`src/rtl/sccb_mode_sequencer.sv`:
```
// sccb_mode_sequencer: walks one of several ROM register tables and issues each
// {addr,data} write to a downstream SCCB master over valid/ready. Table entries
// whose address equals DELAY_ADDR are inline waits of data*TICKS_PER_UNIT cycles.
// NACKed writes are re-issued up to RETRIES times before an error is flagged.
//
// Ports:
//   clk_i, rst_i          clock, synchronous active-high reset
//   start_i, mode_i       start pulse and table select (sampled in IDLE only)
//   abort_i               stop the running sequence and return to IDLE
//   busy_o                sequence in progress
//   done_o, err_o         1-cycle completion / error pulses
//   err_idx_o             op index of the last error (cleared on next start)
//   wr_valid_o/addr/data  write request to the SCCB master
//   wr_ready_i            master accepts the request
//   wr_done_i, wr_nack_i  transaction finished pulse, qualified by NACK
module sccb_mode_sequencer #(
  parameter int unsigned ADDR_W         = 16,
  parameter int unsigned DATA_W         = 8,
  parameter int unsigned MODES          = 4,
  parameter int unsigned MAX_OPS        = 64,
  parameter bit [MODES-1:0][MAX_OPS-1:0][ADDR_W+DATA_W-1:0] MODE_ROM = '0,
  parameter bit [MODES-1:0][31:0] MODE_OPS = '0,
  parameter bit [ADDR_W-1:0]    DELAY_ADDR     = ADDR_W'(16'hffff),
  parameter int unsigned        TICKS_PER_UNIT = 100000,
  parameter int unsigned        RETRIES        = 3,
  localparam int unsigned MODE_W = (MODES > 1) ? $clog2(MODES) : 1,
  localparam int unsigned IDX_W  = (MAX_OPS > 1) ? $clog2(MAX_OPS) : 1
) (
  input  logic              clk_i,
  input  logic              rst_i,
  input  logic              start_i,
  input  logic [MODE_W-1:0] mode_i,
  input  logic              abort_i,
  output logic              busy_o,
  output logic              done_o,
  output logic              err_o,
  output logic [IDX_W-1:0]  err_idx_o,
  output logic              wr_valid_o,
  output logic [ADDR_W-1:0] wr_addr_o,
  output logic [DATA_W-1:0] wr_data_o,
  input  logic              wr_ready_i,
  input  logic              wr_done_i,
  input  logic              wr_nack_i
);

  localparam int unsigned     OP_W    = ADDR_W + DATA_W;
  localparam int unsigned     RTY_W   = (RETRIES > 0) ? $clog2(RETRIES + 1) : 1;
  // Longest wait is the largest data value times the tick count per unit.
  localparam longint unsigned DLY_MAX = ((64'd1 << DATA_W) - 64'd1) * 64'(TICKS_PER_UNIT);
  localparam int unsigned     DLY_W   = (DLY_MAX > 64'd1) ? $clog2(DLY_MAX + 64'd1) : 1;

  typedef enum logic [2:0] {
    S_IDLE,
    S_FETCH,
    S_ISSUE,
    S_WAIT_RESP,
    S_DELAY
  } state_t;

  state_t state_q, state_d;

  logic [MODE_W-1:0] mode_q, mode_d;
  logic [IDX_W-1:0]  idx_q, idx_d;
  logic [RTY_W-1:0]  retry_q, retry_d;
  logic [DLY_W-1:0]  dly_q, dly_d;

  logic              busy_d, done_d, err_d, wr_valid_d;
  logic [IDX_W-1:0]  err_idx_d;
  logic [ADDR_W-1:0] wr_addr_d;
  logic [DATA_W-1:0] wr_data_d;

  logic [OP_W-1:0]   op;
  logic [ADDR_W-1:0] op_addr;
  logic [DATA_W-1:0] op_data;
  logic [31:0]       sel_ops, cur_ops;
  logic              abort_act, start_act, mode_ok, sel_empty, is_delay, last_op;
  logic              accept, resp_ok, resp_nack, retry_left, dly_end;

  // Decoded events and table lookups shared by both combinational processes.
  always_comb begin
    op         = MODE_ROM[mode_q][idx_q];
    op_addr    = op[OP_W-1:DATA_W];
    op_data    = op[DATA_W-1:0];
    is_delay   = (op_addr == DELAY_ADDR);
    sel_ops    = MODE_OPS[mode_i];
    cur_ops    = MODE_OPS[mode_q];
    mode_ok    = (32'(mode_i) < MODES);
    sel_empty  = (sel_ops == 32'd0);
    abort_act  = abort_i && (state_q != S_IDLE);
    // Abort on the same cycle as start swallows the start.
    start_act  = start_i && !abort_i;
    // Stop at the table's own length or at the last ROM slot, whichever is first.
    last_op    = ((32'(idx_q) + 32'd1) >= cur_ops) || (32'(idx_q) == (MAX_OPS - 1));
    accept     = wr_valid_o && wr_ready_i;
    resp_ok    = wr_done_i && !wr_nack_i;
    resp_nack  = wr_done_i && wr_nack_i;
    retry_left = (32'(retry_q) < RETRIES);
    dly_end    = (dly_q <= DLY_W'(1));
  end

  // State register.
  always_ff @(posedge clk_i) begin
    if (rst_i) begin
      state_q <= S_IDLE;
    end else begin
      state_q <= state_d;
    end
  end

  // Next-state logic.
  always_comb begin
    state_d = state_q;
    if (abort_act) begin
      state_d = S_IDLE;
    end else begin
      case (state_q)
        S_IDLE: begin
          if (start_act && mode_ok && !sel_empty) state_d = S_FETCH;
        end
        S_FETCH: begin
          state_d = is_delay ? S_DELAY : S_ISSUE;
        end
        S_ISSUE: begin
          if (accept) state_d = S_WAIT_RESP;
        end
        S_WAIT_RESP: begin
          if (resp_ok) begin
            state_d = last_op ? S_IDLE : S_FETCH;
          end else if (resp_nack) begin
            state_d = retry_left ? S_ISSUE : S_IDLE;
          end
        end
        S_DELAY: begin
          if (dly_end) state_d = last_op ? S_IDLE : S_FETCH;
        end
        default: state_d = S_IDLE;
      endcase
    end
  end

  // Next values of the registered outputs and datapath.
  always_comb begin
    busy_d     = busy_o;
    done_d     = 1'b0;
    err_d      = 1'b0;
    err_idx_d  = err_idx_o;
    wr_valid_d = wr_valid_o;
    wr_addr_d  = wr_addr_o;
    wr_data_d  = wr_data_o;
    mode_d     = mode_q;
    idx_d      = idx_q;
    retry_d    = retry_q;
    dly_d      = dly_q;

    if (abort_act) begin
      busy_d     = 1'b0;
      wr_valid_d = 1'b0;
    end else begin
      case (state_q)
        S_IDLE: begin
          if (start_act) begin
            err_idx_d = '0;
            if (!mode_ok) begin
              err_d = 1'b1;
            end else begin
              mode_d = mode_i;
              idx_d  = '0;
              if (sel_empty) done_d = 1'b1;
              else           busy_d = 1'b1;
            end
          end
        end
        S_FETCH: begin
          retry_d = '0;
          if (is_delay) begin
            dly_d = DLY_W'(op_data) * DLY_W'(TICKS_PER_UNIT);
          end else begin
            wr_valid_d = 1'b1;
            wr_addr_d  = op_addr;
            wr_data_d  = op_data;
          end
        end
        S_ISSUE: begin
          if (accept) wr_valid_d = 1'b0;
        end
        S_WAIT_RESP: begin
          if (resp_ok) begin
            if (last_op) begin
              done_d = 1'b1;
              busy_d = 1'b0;
            end else begin
              idx_d = idx_q + IDX_W'(1);
            end
          end else if (resp_nack) begin
            if (retry_left) begin
              // Same op again: address and data are still held in the output regs.
              retry_d    = retry_q + RTY_W'(1);
              wr_valid_d = 1'b1;
            end else begin
              err_d     = 1'b1;
              err_idx_d = idx_q;
              busy_d    = 1'b0;
            end
          end
        end
        S_DELAY: begin
          if (dly_end) begin
            if (last_op) begin
              done_d = 1'b1;
              busy_d = 1'b0;
            end else begin
              idx_d = idx_q + IDX_W'(1);
            end
          end else begin
            dly_d = dly_q - DLY_W'(1);
          end
        end
        default: begin
          busy_d     = 1'b0;
          wr_valid_d = 1'b0;
        end
      endcase
    end
  end

  // Output and datapath registers.
  always_ff @(posedge clk_i) begin
    if (rst_i) begin
      busy_o     <= 1'b0;
      done_o     <= 1'b0;
      err_o      <= 1'b0;
      err_idx_o  <= '0;
      wr_valid_o <= 1'b0;
      wr_addr_o  <= '0;
      wr_data_o  <= '0;
      mode_q     <= '0;
      idx_q      <= '0;
      retry_q    <= '0;
      dly_q      <= '0;
    end else begin
      busy_o     <= busy_d;
      done_o     <= done_d;
      err_o      <= err_d;
      err_idx_o  <= err_idx_d;
      wr_valid_o <= wr_valid_d;
      wr_addr_o  <= wr_addr_d;
      wr_data_o  <= wr_data_d;
      mode_q     <= mode_d;
      idx_q      <= idx_d;
      retry_q    <= retry_d;
      dly_q      <= dly_d;
    end
  end

endmodule

```
`config.mk`:
```
export PLATFORM = sky130hd
export DESIGN_NAME = sccb_mode_sequencer
export DESIGN_NICKNAME = d
export VERILOG_FILES = /design/src/rtl/sccb_mode_sequencer.sv
export SDC_FILE = /design/constraint.sdc
export NUM_CORES = 1
export LEC_CHECK = 0
export CAP_MARGIN = 0
export CORE_ASPECT_RATIO = 0.6
export CORE_UTILIZATION = 47
export CTS_CLUSTER_DIAMETER = 200
export CTS_CLUSTER_SIZE = 16
export DETAILED_ROUTE_END_ITERATION = 10
export GPL_TIMING_DRIVEN = 0
export PLACE_DENSITY = 0.84
export REMOVE_ABC_BUFFERS = 1
export SLEW_MARGIN = 20
export SYNTH_ARGS = -nofsm -noshare
export SYNTH_HDL_FRONTEND = slang
export SYNTH_SLANG_ARGS = --single-unit
```
`constraint.sdc`:
```
create_clock -name clk_i -period 4 [get_ports clk_i]
set_input_delay 0.4 -clock clk_i [delete_from_list [all_inputs] [get_ports clk_i]]
set_output_delay 0.4 -clock clk_i [all_outputs]
set_load 0.01 [all_outputs]
```
== Yosys cells after proc, flatten, opt, wreduce, memory -nomap -nowiden ==
Index checks and enable logic that the tools add are counted.

* Register bits: 72
* Bits of input ports: 9
* Output and inout bits: 34
* Word-level logic and storage cells: 134

* Add/sub/neg operators: 4
* Multipliers: 1
* Magnitude comparators: 6
* Equality and inequality tests: 21
* Multiplexer cells: 54
* Bitwise operators: 6
* Reductions and logical operators: 30

{| class="wikitable"
|+ Operators with widths
! operator !! number
|-
| $bmux 1536 s2 || 1
|-
| $mux 1536 || 1
|-
| $bmux 24 s6 || 1
|-
| $bmux 32 s2 || 2
|-
| $mux 32 || 2
|-
| $mux 25 || 2
|-
| $pmux 25 s2 || 1
|-
| $mux 6 || 7
|-
| $ge 7x32->1 || 1
|-
| $logic_not 32->1 || 1
|-
| $ne 2x2->1 const B || 13
|-
| $le 25x1->1 const B || 1
|-
| $sub 25x1->25 const B || 1
|-
| $mux 24 || 1
|-
| $mul 8x12->20 const B || 1
|-
| $mux 1 || 19
|-
| $mux 3 || 6
|-
| $pmux 6 s3 || 1
|-
| $reduce_and 6->1 || 3
|-
| $eq 16x16->1 const B || 1
|-
| $pmux 3 s5 || 1
|-
| $pmux 6 s2 || 1
|-
| $reduce_and 5->1 || 2
|-
| $mux 2 || 4
|-
| 25 further kinds || 48
|}

== Logic depth before layout (Yosys ltp) ==
Gate-level depths: netlist (run 1).

* Depth after elaboration: 7
* Mapped depth: 6
* Mapped depth without buffers: 6

== Worst setup path before layout (run 1) ==
OpenSTA, ideal clock, no wires.

* Path type: register -> register
* Start point: register state_q[0]
* End point: register err_idx_o[0]
* Setup time: 126 ps
* Arrival: 1534 ps
* Data required time: 3874 ps
* Path slack: 2340 ps
* Cell stages (with the launch flop): 7
* Path through: dfxtp_1 > inv_1 > ha_1 > and2b_4 > a2111o_1 > a32oi_1 > nor2_1

* Cells in the longest elaborated chain, start to end: 4

{| class="wikitable"
|+ RTL lines
! element !! RTL line !! text
|-
| start, declared || 60 || <nowiki>state_t state_q, state_d;</nowiki>
|-
| start signal, assigned || 106 || <nowiki>state_q <= state_d;</nowiki>
|-
| parallel branches: the longest is 4 deep, another holds $reduce_and 6->1 || n/a ||
|-
| end signal, assigned || 244 || <nowiki>err_idx_o <= err_idx_d;</nowiki>
|-
| end, declared || 37 || <nowiki>output logic [IDX_W-1:0] err_idx_o,</nowiki>
|}

Several ways; the timed one is not identified.
A chain may end at the register's enable or synchronous reset.

== Worst setup path after layout (run 1) ==
* Start point: register state_q[0]
* End point: register err_idx_o[4]

The elaborated chain is that of the path after synthesis.

==> out/results.ini, run 1 <==
[run_status]
status=finished, final reports clean

[power_and_ir_drop]
p_leak_nw=0.5150
vdd_drop_max_mv=0.2397
power_density_mw_per_mm2=278.6
finalPower_mw=0.3622

[clocking]
h-tree-depth=1
clockBufferDepth=2
root_buffer=clkbuf_8
cts_setup_buffers=0
cts_buffers=3
hold_buffers=0
cts_sinks=20
clock_latency_ns=0.25
post_cts_resized=0
cts_tree=yes
clk_pin_slew_ns=0.07

[die]
core_area_mm2=0.002245
dieArea_mm2=0.002685
die_x_um=66.24
rows=13
io_pins=43
die_h_um=40.54
start_util_pct=51.84

[critical_path]
arrival_ns=2.06
critPathKind=flip-flop to flip-flop
cp_num_buf_inv=1
worstPathRequired_ns=4.13
worst_path_max_delay_cell=a2111o_1
max_stage_delay_ns=0.48
worstSetupStartpointType=flip-flop
end_kind=flip-flop
crit_chain=inv_1 > ha_1 > and2b_4 > a2111o_1 > a32oi_1 > nor2_1
crit_family=compound AO/OA/AOI/OAI gates
crit_fanout=8

[yosys]
avgSynthCellArea_um2=8.883
ys_seq_area_share_pct=34.41
yosys_warnings=0
netlist_area_mm2=0.001164
synth-main-ff-cell=dfxtp_1
ys_ff_latch=20
synthCells=131
async_flop_share_pct=0
synth_edf_count=0
yosysUniqueCellTypes=34

[layout]
final_area_mm2=0.001300
fillers=195
fin_cells=177
antenna_cells=0
layout.nets=166
drive_above_1_share_pct=4.082
area.growth.synth_to_final_pct=11.72

[timing]
rsz0062_at_grt=false
fin_setup_tns_ns=0
hold_viol=0
slew_headroom_pct=57.79
fin_crit_ns=1.927
setup_viol=0
fin_crit_sh_pct=48.17
tightest_slew_ns=0.6265
hold_slack_ns=0.4837
drv_slew=0
fin_skew_ns=0.001812
fmaxAchievable_mhz=519.0

[route]
drtIter0Drc=40
dr.pass1.iters=4
viasPerCell=5.192
drc=0
num_vias=919
wl_um=2287
ant_nets=0
wl_per_cell_um=12.92

[global_route]
grt_pass1_wl_um=3691
track_usage_pct=19.39
antenna_found_initial=0
grt_pass1_vias=784
grt_max_degree=16
grt_overflow=0

[job]
drv_cap=0

[hold_path]
worstHoldPathType=flip-flop to flip-flop

[placed_design]
place_hpwl_um=1782
numPortBuffers=16
placedCellCount=174
place_area_mm2=0.001259
gp_congestion=0.8226

-- Yosys cell counts, types with 2 or more instances --
library cell,number,area (µm²)
o21ai_0,4,20.02
a21oi_1,3,15.01
ha_1,8,100.1
xnor2_1,2,17.52
nand2_1,6,22.52
a311oi_1,3,26.28
nor2_1,16,60.06
nand3_1,2,10.01
xor2_1,2,17.52
dfxtp_1,20,400.4
buf_4,24,180.2
nor2b_1,2,12.51
a32oi_1,6,52.55
inv_1,7,26.28
nor3_1,3,15.01
a211oi_1,4,30.03
nand3b_1,2,15.01
-- final cells by class --
type	instances	area [µm²]	share of cell area, %
tap	30	37.54	2.887
inverter	7	26.28	2.021
clock buffer	3	41.29	3.176
timing repair buffer	16	160.2	12.32
sequential	20	400.4	30.80
multi-input combinational	101	634.4	48.80
-- layer usage --
metal	global-route usage, %	up-vias	part of all wire (%)	routed length (µm)
met5	0	-	0	0
met4	3.191	0	0	0
met3	6.534	0	6.7	154
met2	33.16	38	46	1041
met1	24.58	437	48	1092
li1	-	444	-	-
-- power by group --
group / switching (mW) / total [mW] / leakage [nW] / internal, mW
Sequential: 0.00142 / 0.202 / 0.161 / 0.200
Clock: 0.0604 / 0.127 / 0.0216 / 0.0669
Combinational: 0.0226 / 0.0332 / 0.332 / 0.0106
-- tightest hold or removal path, delay by kind of cell, from the launching register on --
| family | cells | cell delay, ns |
|---|---|---|
| flip-flops | 1 | 0.32 |
| AND/OR/NAND/NOR | 1 | 0.07 |
| AO/OA/AOI/OAI | 1 | 0.06 |
-- registers in the layout, summed over array words and instances (netlist names) --
register	count
err_o	1
retry_q	2
idx_q	6
busy_o	1
state_q	2
done_o	1
err_idx_o	6
wr_valid_o	1
-- layout by cell type, fill, tap and decap left out, types with 2 or more instances in the layout --
cell type / synthesis / final
conb_1: 1 / 24
dfxtp_1: 20 / 20
nor2_1: 16 / 16
clkdlybuf4s50_1: 0 / 16
ha_1: 8 / 8
inv_1: 7 / 7
nand2_1: 6 / 6
a32oi_1: 6 / 6
o21ai_0: 4 / 4
a211oi_1: 4 / 4
a21oi_1: 3 / 3
nor3_1: 3 / 3
a311oi_1: 3 / 3
clkbuf_8: 0 / 3
nand3b_1: 2 / 2
nand3_1: 2 / 2
xnor2_1: 2 / 2
xor2_1: 2 / 2
nor2b_1: 2 / 2
-- logic make-up (layout without fill, tap and decap cells) --
| family | count (synthesis) | count (layout) | synth area share [%] |
|---|---|---|---|
| fa+ha+maj | 8 | 8 | 8.602 |
| simple gates | 39 | 39 | 18.28 |
| buf+inv | 33 | 26 | 18.49 |
| other cells | 1 | 24 | 0.3223 |
| flops | 20 | 20 | 34.41 |
| mux | 1 | 1 | 0.8602 |
| compound gates | 25 | 25 | 16.02 |
| xor+xnor | 4 | 4 | 3.011 |
-- metrics by stage --
step | util [%] | setup slack (ns)
6_report | 57.92 | 2.073
3_3_place_gp | 56.08 | 1.973
4_1_cts | 57.92 | 2.064
5_1_grt | 57.92 | 1.958
3_5_place_dp | 56.08 | 1.901
2_1_floorplan | - | 2.350
-- path summary, 6_finish.rpt --
check	startpoint	endpoint	slack (ns)	depth (start not counted)
worst min-delay path	err_idx_o[2]	err_idx_o[2]	0.48	2
worst max-delay path	state_q[0]	err_idx_o[4]	2.07	6
worst min register to register	err_idx_o[2]	err_idx_o[2]	0.48	2
worst max register to register	state_q[0]	err_idx_o[4]	2.07	6
Power figures use the tool's default switching activity.
==> run 2, diff against run 1 <==
- CORE_UTILIZATION: 47 -> 39
- PLACE_DENSITY: 0.84 -> 0.75
- clock period: 4 -> 1.6 ns (I/O delays scaled with it)
==> run 2 against run 1 <==
Against the previous run:
- fmax is 23% higher
- final cell count increased by 8.5%
- highest routed layer is now met4
- cell area rose by 8.4%
- hold slack improved by 0.014 ns
- first-iteration DRC count up 98%
- largest power group unchanged
- non-clock buffer count grew 5
- via count up 0.98%
- count of clock-buffer cells in the layout is the same
- combinational power grew 150%
- core utilization shrank 5.0 points
- sequential power rose by 150%
==> out/results.ini, run 2 (synthesis results as in run 1) <==
[run_status]
status=finished, final reports clean

[die]
io_pins=43  ; unchanged
core_area_mm2=0.002663  ; +19%
start_util_pct=43.70  ; -8.1 points
die_x_um=72.52  ; +9.5%
rows=14  ; +1
dieArea_mm2=0.003213  ; +20%
die_h_um=44.31  ; +9.3%

[clocking]
h-tree-depth=1  ; unchanged
clock_latency_ns=0.26  ; about the same
clockBufferDepth=2  ; unchanged
cts_buffers=3  ; unchanged
root_buffer=clkbuf_8
cts_tree=yes
hold_buffers=0  ; unchanged
cts_sinks=20  ; unchanged
clk_pin_slew_ns=0.07  ; about the same

[layout]
reg.largest.list=err_idx_o (6), idx_q (6)
layout_common_cells=conb_1, dfxtp_1, nor2_1, clkdlybuf4s50_1
fin_cells=192  ; +8.5%
drive_above_1_share_pct=13.82  ; +9.7 points
final_area_mm2=0.001409  ; +8.4%
area.growth.synth_to_final_pct=21.08
layout.nets=171  ; +3.0%
post-route-util_pct=52.91  ; -5.0 points
seq_area_um2=409.1  ; +2.2%
fillers=249  ; +28%
layout_commonest_cell=conb_1
antenna_cells=0  ; unchanged
multiInputGateArea_um2=679.4  ; +7.1%

[global_route]
grt_use_met2_pct=23.18  ; -10 points
track_usage_pct=15.58  ; -3.8 points
met3_usage_pct=5.467  ; -1.1 points
gr-max-usage-layer=met2
grt_pass1_vias=794  ; +1.3%
grt_pass1_wl_um=3691  ; unchanged
grt_overflow=0  ; unchanged
antenna_found_initial=0  ; unchanged
grt.met1_usage_pct=21.34  ; -3.2 points
grt_max_degree=16  ; unchanged

[timing]
fin_crit_ns=1.565  ; -0.3617 ns
setup_viol=0  ; unchanged
fin_setup_tns_ns=0  ; unchanged
rsz0062_at_grt=true
hold_viol=0  ; unchanged
drv_slew=0  ; unchanged
fin_skew_ns=0.0008027  ; -0.001009 ns
fin_crit_sh_pct=97.83  ; +50 points
fmaxAchievable_mhz=638.9  ; +23%
setup_slack_ns=0.03474  ; -2.038 ns
hold_slack_ns=0.4974  ; +0.01371 ns

[route]
drtIter0Drc=79  ; +98%
wl_um=2375  ; +3.8%
dr.pass1.iters=4  ; unchanged
wl_per_cell_um=12.37  ; -4.3%
drc=0  ; unchanged
viasPerCell=4.833  ; -6.9%
num_vias=928  ; +0.98%
ant_nets=0  ; unchanged

[job]
drv_cap=0  ; unchanged

[critical_path]
crit_start=state_q[1]
cp_num_buf_inv=1  ; unchanged
r2r_start=state_q[1]
max_stage_delay_ns=0.48  ; about the same
crit_cells=5  ; -1
critPathKind=flip-flop to flip-flop
arrival_ns=1.71  ; -0.35 ns
crit_fanout=6  ; -2
crit_family=compound AO/OA/AOI/OAI gates
crit_chain=inv_4 > ha_4 > a2111o_1 > a32oi_1 > nor2_1
worstPathRequired_ns=1.74  ; -2.39 ns
ff2ff_path_depth=5  ; -1
end_kind=flip-flop
worst_path_max_delay_cell=a2111o_1
worstSetupStartpointType=flip-flop

[placed_design]
place_hpwl_um=1744  ; -2.1%
dp_slack_ns=-0.2480  ; -2.149 ns
numPortBuffers=16  ; unchanged
place_area_mm2=0.001271  ; +0.99%
gp_congestion=0.8197  ; -0.35%
placedCellCount=184  ; +5.7%

[hold_path]
worstHoldPathType=flip-flop to flip-flop
hold_depth=2  ; unchanged
min-delay-start=err_idx_o[4]

[power_and_ir_drop]
p_leak_nw=0.5364  ; +4.1%
power_density_mw_per_mm2=645.4  ; +130%
finalPower_mw=0.9092  ; +150%
vdd_drop_max_mv=0.4053  ; +69%

==> run 2: changes by cell type in the layout (fill, tap and decap cells not counted), moves of 3 or more <==
cell     before  now
ha_1          8    4
ha_4          0    3
dfxtp_1      20   17
buf_4         0    5
==> run 2: path summary, 6_finish.rpt <==
kind | endpoint | slack, ns
max | err_idx_o[0] | 0.03
min reg2reg | err_idx_o[4] | 0.50
max reg2reg | err_idx_o[0] | 0.03
min | err_idx_o[4] | 0.50
==> run 2: timing repair <==
item,CTS,global route
hold endpoints to repair,0,0
resized for setup,5,14
pin swaps,1,6
gates cloned,0,0
buffers inserted,0,5
endpoints found under the setup margin,17,16
==> run 2: report_power, final <==
| part | switching [mW] | internal (mW) |
|---|---|---|
| sequential | 0.00337 | 0.497 |
| combinational | 0.0562 | 0.0265 |
| clock | 0.158 | 0.168 |
| total | 0.218 | 0.692 |
==> run 2: worst min-delay path, stage by stage (launching register included) <==
cell     delay, ns
dfxtp_1       0.33
a32oi_1       0.06
nor2_1        0.08
==> run 2: final cells by class <==
| class | instances | share of cell area, % |
|---|---|---|
| Clock buffer | 3 | 2.931 |
| Inverter | 7 | 2.220 |
| Multi-Input combinational cell | 101 | 48.22 |
| Sequential cell | 20 | 29.04 |
| Tap cell | 40 | 3.552 |
| Timing Repair Buffer | 21 | 14.03 |
==> run 2: layer usage <==
metal,up-vias,part of all wire [%],routed length (µm)
met3,4,6.6,156
met1,434,50,1186
met2,37,42,1004
met5,-,0,0
li1,453,-,-
met4,0,1.1,27
